--- src/rtl/vector_ingest_pkg.sv ---
// vector_ingest_pkg: shared widths, packet type codes and FSM states for the ingest front-end
package vector_ingest_pkg;
    localparam int DEFAULT_DIM = 4;
    localparam int WORD_W = 32;
    localparam logic [7:0] DEFAULT_SYNC = 8'hA5;
    localparam logic [7:0] TYPE_VERTEX = 8'h01;
    localparam logic [7:0] TYPE_QUERY = 8'h02;
    typedef enum logic [2:0] {IDLE, TYPE, PAYLOAD, CHECK, EMIT} state_t;
endpackage

--- src/rtl/vector_ingest_if.sv ---
// vector_ingest_if: host byte link, vertex stream and query port of the ingest stage
interface vector_ingest_if import vector_ingest_pkg::*; #(parameter int DIM = DEFAULT_DIM);
    logic [7:0] byte_in;
    logic byte_valid_in;
    logic byte_ready_out;
    logic [WORD_W-1:0] vertex_out;
    logic vertex_valid_out;
    logic vertex_ready_in;
    logic vertex_last_out;
    logic [DIM-1:0][WORD_W-1:0] query_out;
    logic query_valid_out;
    logic [7:0] err_count_out;
    modport slave (
        input byte_in, byte_valid_in, vertex_ready_in,
        output byte_ready_out, vertex_out, vertex_valid_out, vertex_last_out,
        output query_out, query_valid_out, err_count_out
    );
    modport master (
        output byte_in, byte_valid_in, vertex_ready_in,
        input byte_ready_out, vertex_out, vertex_valid_out, vertex_last_out,
        input query_out, query_valid_out, err_count_out
    );
endinterface

--- src/rtl/vector_ingest.sv ---
// vector_ingest: frames host byte packets, verifies XOR checksum, routes words to the query port or vertex stream
module vector_ingest import vector_ingest_pkg::*; #(
    parameter int DIM = DEFAULT_DIM,
    parameter logic [7:0] SYNC_BYTE = DEFAULT_SYNC
) (
    input logic clk_in,
    input logic rst_in,
    vector_ingest_if.slave bus
);
    localparam int CW = $clog2(DIM * 4);
    localparam int WW = (DIM > 1) ? $clog2(DIM) : 1;
    state_t r_state, w_next;
    logic r_rdy, r_is_query, r_qvalid;
    logic [CW-1:0] r_cnt;
    logic [WW-1:0] r_widx, w_word;
    logic [7:0] r_xor, r_err;
    logic [DIM-1:0][WORD_W-1:0] r_shadow, r_query;
    logic w_take, w_vhs, w_type_ok, w_ck_ok, w_last_byte, w_last_word, w_err, w_commit;
    assign w_take = bus.byte_valid_in & r_rdy;
    assign w_vhs = (r_state == EMIT) & bus.vertex_ready_in;
    assign w_type_ok = (bus.byte_in == TYPE_VERTEX) | (bus.byte_in == TYPE_QUERY);
    assign w_ck_ok = bus.byte_in == r_xor;
    assign w_last_byte = r_cnt == CW'(DIM * 4 - 1);
    assign w_last_word = r_widx == WW'(DIM - 1);
    assign w_word = WW'(r_cnt >> 2);
    assign w_err = w_take & (((r_state == TYPE) & ~w_type_ok) | ((r_state == CHECK) & ~w_ck_ok));
    assign w_commit = w_take & (r_state == CHECK) & w_ck_ok & r_is_query;
    always_comb begin
        w_next = r_state;
        case (r_state)
            IDLE:    w_next = (w_take && bus.byte_in == SYNC_BYTE) ? TYPE : IDLE;
            TYPE:    w_next = w_take ? (w_type_ok ? PAYLOAD : IDLE) : TYPE;
            PAYLOAD: w_next = (w_take && w_last_byte) ? CHECK : PAYLOAD;
            CHECK:   w_next = w_take ? ((w_ck_ok && !r_is_query) ? EMIT : IDLE) : CHECK;
            EMIT:    w_next = (w_vhs && w_last_word) ? IDLE : EMIT;
            default: w_next = IDLE;
        endcase
    end
    // ready is registered so it reads 0 throughout reset and tracks the next state
    always_ff @(posedge clk_in) begin
        if (!rst_in) begin
            r_state <= IDLE;
            r_rdy <= 1'b0;
            r_is_query <= 1'b0;
            r_qvalid <= 1'b0;
            r_cnt <= '0;
            r_widx <= '0;
            r_xor <= '0;
            r_err <= '0;
            r_shadow <= '0;
            r_query <= '0;
        end else begin
            r_state <= w_next;
            r_rdy <= w_next != EMIT;
            r_qvalid <= w_commit;
            if (w_err && r_err != 8'hFF) r_err <= r_err + 8'd1;
            if (w_take && r_state == TYPE) begin
                r_is_query <= bus.byte_in == TYPE_QUERY;
                r_xor <= bus.byte_in;
                r_cnt <= '0;
            end
            if (w_take && r_state == PAYLOAD) begin
                r_shadow[w_word][8*r_cnt[1:0] +: 8] <= bus.byte_in;
                r_xor <= r_xor ^ bus.byte_in;
                r_cnt <= r_cnt + 1'b1;
            end
            if (w_commit) r_query <= r_shadow;
            if (w_vhs) r_widx <= w_last_word ? '0 : r_widx + 1'b1;
        end
    end
    assign bus.byte_ready_out = r_rdy;
    assign bus.vertex_valid_out = r_state == EMIT;
    assign bus.vertex_out = (r_state == EMIT) ? r_shadow[r_widx] : '0;
    assign bus.vertex_last_out = (r_state == EMIT) & w_last_word;
    assign bus.query_out = r_query;
    assign bus.query_valid_out = r_qvalid;
    assign bus.err_count_out = r_err;
endmodule

--- src/flat_wrapper.sv ---
// flat-port wrapper written by rule: the top's interface ports become plain ports
module vector_ingest_flat import vector_ingest_pkg::*;
#(
    parameter int DIM = DEFAULT_DIM,
    parameter logic [7:0] SYNC_BYTE = DEFAULT_SYNC
)
  (clk_in, rst_in, bus_byte_in, bus_byte_valid_in, bus_vertex_ready_in, bus_byte_ready_out, bus_vertex_out, bus_vertex_valid_out, bus_vertex_last_out, bus_query_out, bus_query_valid_out, bus_err_count_out);
  vector_ingest_if #(.DIM(DIM)) bus_i ();
  input logic clk_in;
  input logic rst_in;
  input wire logic [$bits(bus_i.byte_in)-1:0] bus_byte_in;
  input wire logic [$bits(bus_i.byte_valid_in)-1:0] bus_byte_valid_in;
  input wire logic [$bits(bus_i.vertex_ready_in)-1:0] bus_vertex_ready_in;
  output wire logic [$bits(bus_i.byte_ready_out)-1:0] bus_byte_ready_out;
  output wire logic [$bits(bus_i.vertex_out)-1:0] bus_vertex_out;
  output wire logic [$bits(bus_i.vertex_valid_out)-1:0] bus_vertex_valid_out;
  output wire logic [$bits(bus_i.vertex_last_out)-1:0] bus_vertex_last_out;
  output wire logic [$bits(bus_i.query_out)-1:0] bus_query_out;
  output wire logic [$bits(bus_i.query_valid_out)-1:0] bus_query_valid_out;
  output wire logic [$bits(bus_i.err_count_out)-1:0] bus_err_count_out;
  assign bus_i.byte_in = bus_byte_in;
  assign bus_i.byte_valid_in = bus_byte_valid_in;
  assign bus_i.vertex_ready_in = bus_vertex_ready_in;
  assign bus_byte_ready_out = bus_i.byte_ready_out;
  assign bus_vertex_out = bus_i.vertex_out;
  assign bus_vertex_valid_out = bus_i.vertex_valid_out;
  assign bus_vertex_last_out = bus_i.vertex_last_out;
  assign bus_query_out = bus_i.query_out;
  assign bus_query_valid_out = bus_i.query_valid_out;
  assign bus_err_count_out = bus_i.err_count_out;
  vector_ingest #(.DIM(DIM), .SYNC_BYTE(SYNC_BYTE)) u_core (.clk_in(clk_in), .rst_in(rst_in), .bus(bus_i));
endmodule
--- config.mk ---
export PLATFORM = sky130hd
export DESIGN_NAME = vector_ingest_flat
export DESIGN_NICKNAME = d
export VERILOG_FILES = /design/src/rtl/vector_ingest_pkg.sv /design/src/rtl/vector_ingest_if.sv /design/src/rtl/vector_ingest.sv /design/src/flat_wrapper.sv
export SDC_FILE = /design/constraint.sdc
export NUM_CORES = 1
export LEC_CHECK = 0
export CORE_ASPECT_RATIO = 0.8
export CORE_UTILIZATION = 58
export CTS_CLUSTER_DIAMETER = 30
export DETAILED_ROUTE_END_ITERATION = 8
export PLACE_DENSITY = 0.85
export REMOVE_ABC_BUFFERS = 1
export SLEW_MARGIN = 20
export SYNTH_ARGS = -nofsm -noshare
export SYNTH_HDL_FRONTEND = slang
export SYNTH_SLANG_ARGS = --single-unit
--- constraint.sdc ---
create_clock -name clk_in -period 3.8 [get_ports clk_in]
set_clock_uncertainty 0.1 [all_clocks]
set_input_delay 0.38 -clock clk_in [delete_from_list [all_inputs] [get_ports clk_in]]
set_output_delay 0.38 -clock clk_in [all_outputs]
set_load 0.01 [all_outputs]
==> flow_summary.ini <==
[setup_path]
cp_max_fo = 15
start_kind = register
setup.worst_path.class = reg2out
endpoint_kind = output pin
timing.rr.start = u_core.r_cnt[0]
regToRegSetupSlack_ns = 1.23
r2r_cells = 6
critPathArrivalTime_ns = 2.82
critPathRequiredTime_ns = 3.32
r2r-end = u_core.r_shadow[84]

[synth]
synthMuxAreaShare = 0.168
ys_ff_latch = 284
avgSynthCellArea_um2 = 9.38
synthTopCellsByArea = dfxtp_1 (46%), mux2i_1 (11%), nand3_1 (5.9%), mux4_2 (5.9%), o21ai_1 (4.9%)
synth_top_family_by_area = simple AND/OR/NAND/NOR gates
seq_area_frac_synth = 0.463
synth_simple_gate_area_frac = 0.230
synth-compound-area-share = 0.0747
synth_fa_ha_area_frac = 0.00713
synth_top_area_share = 0.463
synth_edf_count = 0
synthCells = 1309
async_flop_share = 0
synth_warnings = 0
ys_types = 48
syn_area_um2 = 12300
yosys.area.top_type = dfxtp_1
synth_xor_xnor_area_share = 0.00999
ys.flop_type = dfxtp_1

[power_and_ir_drop]
ir_drop_mv = 0.346
finalPower_mw = 7.13
cellLeakagePower_nw = 6.19
power-per-cell-area_nw_per_um2 = 457

[drt]
first_pass_iters = 7
drc = 0
vias_per_cell = 5.75
drtIter0Drc = 842
detail-route-antenna-nets = 0
wirelength_um = 31300
vias = 10100
wl_per_cell_um = 17.8

[global_routing]
grt_pass1_vias = 9503
grt_pass1_wl_um = 49400
grt.busiest_layer = met2
antenna_found_initial = 1
grt_max_degree = 148
gr-total-overflow = 0
grt_use_met3 = 0.0585
use_met2 = 0.445
use_met1 = 0.401
grtUsageTotal = 0.285

[place]
gp_congestion = 0.823
hpwl_um = 19100
port_buffers = 183
place_ws_ns = 0.942

[clock_tree]
cts_resized = 0
cts_buffer_depth = 3
cts_setup_buffers = 0
clock-sinks = 284
cts_tree = yes
ctsRootBufferMaster = clkbuf_16
cts_buffers = 45
ctsHoldBuffers = 0
cts.reportedPaths.clkPinSlew_ns = 0.06
clk-insertion-delay-late_ns = 0.53
h-tree-depth = 2

[sta]
setup_viol = 0
rsz0062_at_grt = false
maxSlewViolCount = 0
slew_headroom = 0.316
tightest_slew_ns = 1.02
period_share = 0.869
max_clock_freq_mhz = 303
fin_ws_ns = 0.496
finalHoldViolCount = 0
tns_ns = 0
fin_crit_ns = 3.30

[floorplan]
initial_core_util = 0.593
die_area_um2 = 21800
die_w_um = 165
io_pins = 184
fp.dieH_um = 132
core_um2 = 20700
num_rows = 47

[finish]
nFillCells = 1459
antenna_cells = 0
final_common_cell = dfxtp_1
drive_gt1_frac = 0.114
nNetsFinal = 1471
synthToLayoutAreaGrowth_pct = 27.0
layout_common_cells = dfxtp_1 (282), clkdlybuf4s50_1 (182), nand2_1 (149)

[min_path]
min_to = u_core.bus.query_out[66]
min_path_type = in2reg
hold_depth = 3
hp-start = rst_in

[outcome]
status = complete, no violations

[run]
drv_cap = 0
## synthesized netlist by cell type, drive strengths merged, types with 7 or more instances
library cell  number
dfxtp            284
nand3            158
nand2            149
o21ai            139
nor2             138
mux2i            133
and2              65
clkbuf            57
buf               46
mux4              32
a21oi             21
nor3              17
nand4             13
xnor2              8
ha                 7
nand2b             7
## report_power, final
group          internal [mW]  switching, mW  leakage, nW
clock                   2.51           1.50        0.733
sequential              2.98       0.000618         2.29
combinational         0.0321          0.103         3.17
## cell families after synthesis
family                   after synthesis
AO/OA/AOI/OAI                        171
multiplexers                         166
adder cells (fa/ha/maj)                7
AND/OR/NAND/NOR                      566
flip-flops                           284
XOR/XNOR                               8
buffers and inverters                107
## per-layer routing
layer	up-vias	part of all wire
met2	409	0.47
li1	4826	-
met5	-	0
met1	4812	0.44
met3	49	0.076
met4	0	0.017
## sequential cells by signal (all words and copies together) (netlist names)
| register | count |
|---|---|
| u_core.r_state | 3 |
| u_core.bus.query_out | 128 |
| u_core.r_is_query | 1 |
| u_core.r_cnt | 4 |
| u_core.r_widx | 2 |
| u_core.r_shadow | 128 |
| u_core.bus.err_count_out | 8 |
| u_core.bus.query_valid_out | 1 |
| u_core.bus.byte_ready_out | 1 |
| u_core.r_xor | 8 |
## area by class of cell
cell class                 count  area (µm²)  area share
inverter                       4        17.5     0.00112
timing repair buffer         199        2020       0.129
clock buffer                  55        1250      0.0800
multi-input combinational    918        6020       0.386
sequential                   284        5690       0.365
tap                          269         337      0.0216
clock inverter                26         258      0.0165
## stage by stage
step | utilization | cell area, µm² | instances | hold WS, ns
floorplan | - | 11700 | 1206 | 0.338
global placement | 0.680 | 14100 | 1674 | 0.343
detailed placement | 0.680 | 14100 | 1674 | 0.348
CTS | 0.753 | 15600 | 1755 | 0.241
global route | 0.753 | 15600 | 1755 | 0.277
finish | 0.753 | 15600 | 1755 | 0.256
## critical path: stages, from the launching register on
cell and delay, ns:
dfxtp_2 0.74, buf_4 0.38, mux4_2 0.53, and2_1 0.16, clkdlybuf4s50_1 0.48
## how the worst max path moves through the flow
stage / startpoint / end / slack [ns] / cells after the start
5_1_grt: u_core.r_widx[1] / bus_vertex_out[27] / 0.36 / 4
3_3_place_gp: bus_byte_valid_in / u_core.r_shadow[95] / 1.02 / 7
3_5_place_dp: bus_byte_valid_in / u_core.r_shadow[88] / 0.94 / 7
6_report: u_core.r_widx[1] / bus_vertex_out[30] / 0.50 / 4
4_1_cts: u_core.r_widx[1] / bus_vertex_out[30] / 0.48 / 4
2_1_floorplan: u_core.r_state[0] / u_core.bus.query_out[30] / 0.12 / 5
No activity file was read; power rests on OpenSTA's default activity.
